==> src/rtl/dmem_axil_master.sv <==
// CPU data-memory port to AXI-Lite master bridge: one outstanding access,
// the CPU is stalled until the bus completes and the result shows in DONE.
module dmem_axil_master #(
  parameter int ADDR_W = 32
) (
  input  logic              clk,
  input  logic              rst,
  input  logic              ce,
  input  logic              write_en,
  input  logic [ADDR_W-1:0] addr,
  input  logic [3:0]        sel,
  input  logic [31:0]       data_i,
  output logic [31:0]       data_o,
  output logic              stall,
  output logic              err,
  output logic [ADDR_W-1:0] awaddr,
  output logic [2:0]        awprot,
  output logic              awvalid,
  input  logic              awready,
  output logic [31:0]       wdata,
  output logic [3:0]        wstrb,
  output logic              wvalid,
  input  logic              wready,
  input  logic [1:0]        bresp,
  input  logic              bvalid,
  output logic              bready,
  output logic [ADDR_W-1:0] araddr,
  output logic [2:0]        arprot,
  output logic              arvalid,
  input  logic              arready,
  input  logic [31:0]       rdata,
  input  logic [1:0]        rresp,
  input  logic              rvalid,
  output logic              rready
);

  typedef enum logic [2:0] {IDLE, RD_ADDR, RD_DATA, WR_REQ, WR_RESP, DONE} state_t;

  state_t              state_q, state_d;
  logic [ADDR_W-3:0]   addr_q;
  logic [3:0]          sel_q;
  logic [31:0]         wdata_q;
  logic [31:0]         rdata_q, rdata_d;
  logic                arvalid_q, arvalid_d;
  logic                awvalid_q, awvalid_d;
  logic                wvalid_q, wvalid_d;
  logic                err_q, err_d;
  logic                latch;

  always_ff @(posedge clk) begin
    if (rst) begin
      state_q   <= IDLE;
      addr_q    <= '0;
      sel_q     <= '0;
      wdata_q   <= '0;
      rdata_q   <= '0;
      arvalid_q <= 1'b0;
      awvalid_q <= 1'b0;
      wvalid_q  <= 1'b0;
      err_q     <= 1'b0;
    end else begin
      state_q   <= state_d;
      rdata_q   <= rdata_d;
      arvalid_q <= arvalid_d;
      awvalid_q <= awvalid_d;
      wvalid_q  <= wvalid_d;
      err_q     <= err_d;
      // Request fields are captured only in IDLE, so they stay frozen while any valid is up.
      if (latch) begin
        addr_q  <= addr[ADDR_W-1:2];
        sel_q   <= sel;
        wdata_q <= data_i;
      end
    end
  end

  always_comb begin
    state_d   = state_q;
    rdata_d   = rdata_q;
    arvalid_d = arvalid_q;
    awvalid_d = awvalid_q;
    wvalid_d  = wvalid_q;
    err_d     = err_q;
    latch     = 1'b0;
    stall     = 1'b0;
    rready    = 1'b0;
    bready    = 1'b0;
    case (state_q)
      IDLE: begin
        stall = ce;
        if (ce) begin
          latch = 1'b1;
          err_d = 1'b0;
          if (!write_en) begin
            state_d   = RD_ADDR;
            arvalid_d = 1'b1;
          end else if (sel != 4'b0000) begin
            state_d   = WR_REQ;
            awvalid_d = 1'b1;
            wvalid_d  = 1'b1;
          end else begin
            state_d = DONE;
          end
        end
      end
      RD_ADDR: begin
        stall = 1'b1;
        if (arready) begin
          arvalid_d = 1'b0;
          state_d   = RD_DATA;
        end
      end
      RD_DATA: begin
        stall  = 1'b1;
        rready = 1'b1;
        if (rvalid) begin
          rdata_d = rdata;
          err_d   = (rresp != 2'b00);
          state_d = DONE;
        end
      end
      WR_REQ: begin
        stall = 1'b1;
        if (awready) awvalid_d = 1'b0;
        if (wready) wvalid_d = 1'b0;
        if (!awvalid_d && !wvalid_d) state_d = WR_RESP;
      end
      WR_RESP: begin
        stall  = 1'b1;
        bready = 1'b1;
        if (bvalid) begin
          err_d   = (bresp != 2'b00);
          state_d = DONE;
        end
      end
      DONE:    state_d = IDLE;
      default: state_d = IDLE;
    endcase
  end

  assign err     = (state_q == DONE) && err_q;
  assign data_o  = rdata_q;
  assign araddr  = {addr_q, 2'b00};
  assign awaddr  = {addr_q, 2'b00};
  assign arprot  = 3'b000;
  assign awprot  = 3'b000;
  assign arvalid = arvalid_q;
  assign awvalid = awvalid_q;
  assign wvalid  = wvalid_q;
  assign wdata   = wdata_q;
  assign wstrb   = sel_q;

endmodule

==> config.mk <==
export PLATFORM = sky130hd
export DESIGN_NAME = dmem_axil_master
export DESIGN_NICKNAME = d
export VERILOG_FILES = /design/src/rtl/dmem_axil_master.sv
export SDC_FILE = /design/constraint.sdc
export NUM_CORES = 1
export LEC_CHECK = 0
export ABC_AREA = 1
export BUFFER_PORTS_ARGS = -buffer_cell sky130_fd_sc_hd__buf_4
export CORE_MARGIN = 3
export CORE_UTILIZATION = 43
export CTS_CLUSTER_DIAMETER = 80
export CTS_CLUSTER_SIZE = 24
export DETAILED_ROUTE_END_ITERATION = 16
export PLACE_DENSITY = 0.8
export SKIP_LAST_GASP = 1
export SYNTH_ARGS = -nofsm -noshare
export SYNTH_HDL_FRONTEND = slang
export SYNTH_SLANG_ARGS = --single-unit
==> constraint.sdc <==
create_clock -name clk -period 1.5 [get_ports clk]
set_input_delay 0.3 -clock clk [delete_from_list [all_inputs] [get_ports clk]]
set_output_delay 0.3 -clock clk [all_outputs]
set_load 0.1 [all_outputs]
==> results_dict.tcl <==
set metrics [dict create \
    synth_seq_cells 105 \
    setup_slack_ps -107.2 \
    grt_pass1_wl_um 20890 \
    syn-instance-count 564 \
    r2r-start "state_q[1]" \
    whs_ps 160.2 \
    dieArea_sq_um 11150 \
    r2r-end "state_q[0]" \
    cts_tree "yes" \
    power_mw 16.49 \
    final_core_util_pct 68.97 \
    root_buffer "clkbuf_8" \
    gp_congestion 0.8355 \
    syn_area_sq_um 4265 \
    overflow 0 \
    startpoint "state_q[0]" \
    endpoint_kind "output pin" \
    period_needed_ps 1607 \
    grt_use_total_pct 22.70 \
    drc 0 \
    crit_top_cell "nor2_4" \
    num_antenna_cells 0 \
    numClockSinks 105 \
    htreeDepth 3 \
    hold_path.class "input port to register" \
    wire_per_inst_um 14.98 \
    grt_pass1_vias 4209 \
    startpoint_type "register" \
    design_area_sq_um 6524 \
    clk_latency_ps 360 \
    wl_um 13640 \
    synth_top_area_share_pct 49.28 \
    antenna_found_initial 0 \
    portBuffers 245 \
    cp.arrival_ps 1310 \
    synth_cell_type_count 20 \
    ys_seq_area_share_pct 49.28 \
    setup_viol 4 \
    crit_chain "inv_4 > nor2_4 > nand2_2 > nor2_4 > buf_12" \
    leakagePower_nw 3.107 \
    yosysTopAreaCell "dfxtp_1" \
    vdd_drop_max_uv 1223 \
    hold_buffers 0 \
    synth_area_leaders "dfxtp_1 (49%), nand2_1 (8.4%), nand3_1 (8.3%)" \
    crit_type "register to output pin" \
    hold_viol 0 \
    first_pass_iters 4 \
    cts_buffer_depth 2 \
    path_clk_slew_ps 110 \
    required_ps 1200 \
    die_h_um 105.6 \
    coreArea_sq_um 9459 \
    timing.max_cap.violations 0 \
    final_nets 890 \
    slew_violations 0 \
    layout_commonest_cell "buf_4" \
    grt_start_max_net_pins 47 \
    reg2regPathDepth 11 \
    initial_core_util_pct 45.09 \
    crit_path_max_incr_delay_ps 420 \
    drt_iter0_drc 189 \
    cp_max_fo 5 \
    drive_gt1_share_pct 44.43 \
    numCtsBuffers 9 \
    ant_nets 0 \
    rows 35 \
    fin_crit_sh_pct 107.1 \
    io_pins 258 \
    skew_ps 14.69 \
    yosysWarnings 0 \
    avgSynthCellArea_sq_um 7.563 \
    vias 4499 \
    fmax_mhz 622.2 \
    viasPerCell 4.944 \
    cpMaxStageDelayCell "dfxtp_4" \
    powerDensity_nw_per_um2 2527 \
    die_x_um 105.6 \
    violations "negative setup slack" \
    placed_area_sq_um 6068 \
    layout_common_cells "buf_4 (259), nand2_1 (90), nor2_1 (73), dfxtp_1 (70), nand3_1 (69)" \
    area_delta_synth_final_pct 52.95 \
    dp_hpwl_um 9734 \
    critPathCapture "err" \
    rrSetupSlack_ps 60 \
    status "finished with violations" \
    grt_setup_unrepaired "yes" \
]
-- worst max-delay path: cells and delay by family (launching register included) --
| family | cells | cell delay (ps) |
|---|---|---|
| DFF | 1 | 420 |
| and+or+nand+nor | 3 | 290 |
| buffers and inverters | 2 | 250 |
-- routing by layer --
layer | wire length, um | track usage [%] | vias to the layer above
li1 | - | - | 2204
met1 | 5137 | 25.49 | 2070
met2 | 7046 | 41.58 | 198
met3 | 1133 | 5.940 | 27
met4 | 318 | 7.401 | 0
met5 | 0 | 0 | -
-- layout make-up --
class                           instances  area, sq um
Multi-Input combinational cell        373         1747
Sequential cell                       105         2153
Clock buffer                           10        137.6
Fill cell                             793         2935
Inverter                               17        73.82
Timing Repair Buffer                  271         2163
Clock inverter                          5        87.58
Tap cell                              129        161.4
-- synth_stat cells --
cell type and count:
clkbuf_1 20, nor2_1 81, and2_1 1, o21bai_1 1, nand4_1 1, a21oi_1 70
nand3b_1 2, inv_1 13, conb_1 1, nand2_1 96, nor2_4 1, dfxtp_1 105
nand3_1 71, clkinv_1 1, nor2_2 1, o21ai_1 4, inv_2 3, buf_4 47
buf_2 11, o21ai_0 34
-- kinds of logic (layout without fill, tap and decap cells) --
kind of cell    count (synthesis)  in the layout  share of synthesized area [%]
flops                         105            105                          49.28
buf+inv                        95            303                          12.82
other cells                     1             10                        0.08792
simple gates                  254            254                          24.96
compound gates                109            109                          12.85
-- where the power goes --
group          leakage (nW)  switching (mW)  internal [mW]
registers             0.873           0.444           3.47
clock network         0.111           0.986          0.996
logic                  2.12            8.04           2.55
-- what timing repair did --
item,4_1_cts,5_1_grt
pin swaps,3,7
gates cloned,0,1
resized for setup,26,10
hold endpoints to repair,0,0
endpoints found under the setup margin,38,39
buffers inserted,5,6
-- worst min path at each step --
stage	slack (ps)	startpoint	end	cells past startpoint
6_report	160	rdata[1]	data_o[1]	3
5_1_grt	140	rdata[1]	data_o[1]	3
4_1_cts	140	rdata[1]	data_o[1]	3
3_5_place_dp	440	awvalid	awvalid	2
3_3_place_gp	440	awvalid	awvalid	2
2_1_floorplan	430	rdata[0]	data_o[0]	2
-- stage by stage --
stage	TNS, ps	worst slack (ps)	std cells
floorplan	-185.9	-105.4	573
global placement	0	30.77	883
detailed placement	-385.0	-76.54	883
CTS	-349.4	-112.0	903
global route	-873.9	-195.1	910
finish	-336.2	-107.2	910
-- state kept, by name, indices dropped and copies added (netlist names) --
register	count
addr_q	30
arvalid	1
awvalid	1
data_o	32
err_q	1
state_q	3
wdata	32
wstrb	4
wvalid	1
No activity file was read; power rests on OpenSTA's default activity.
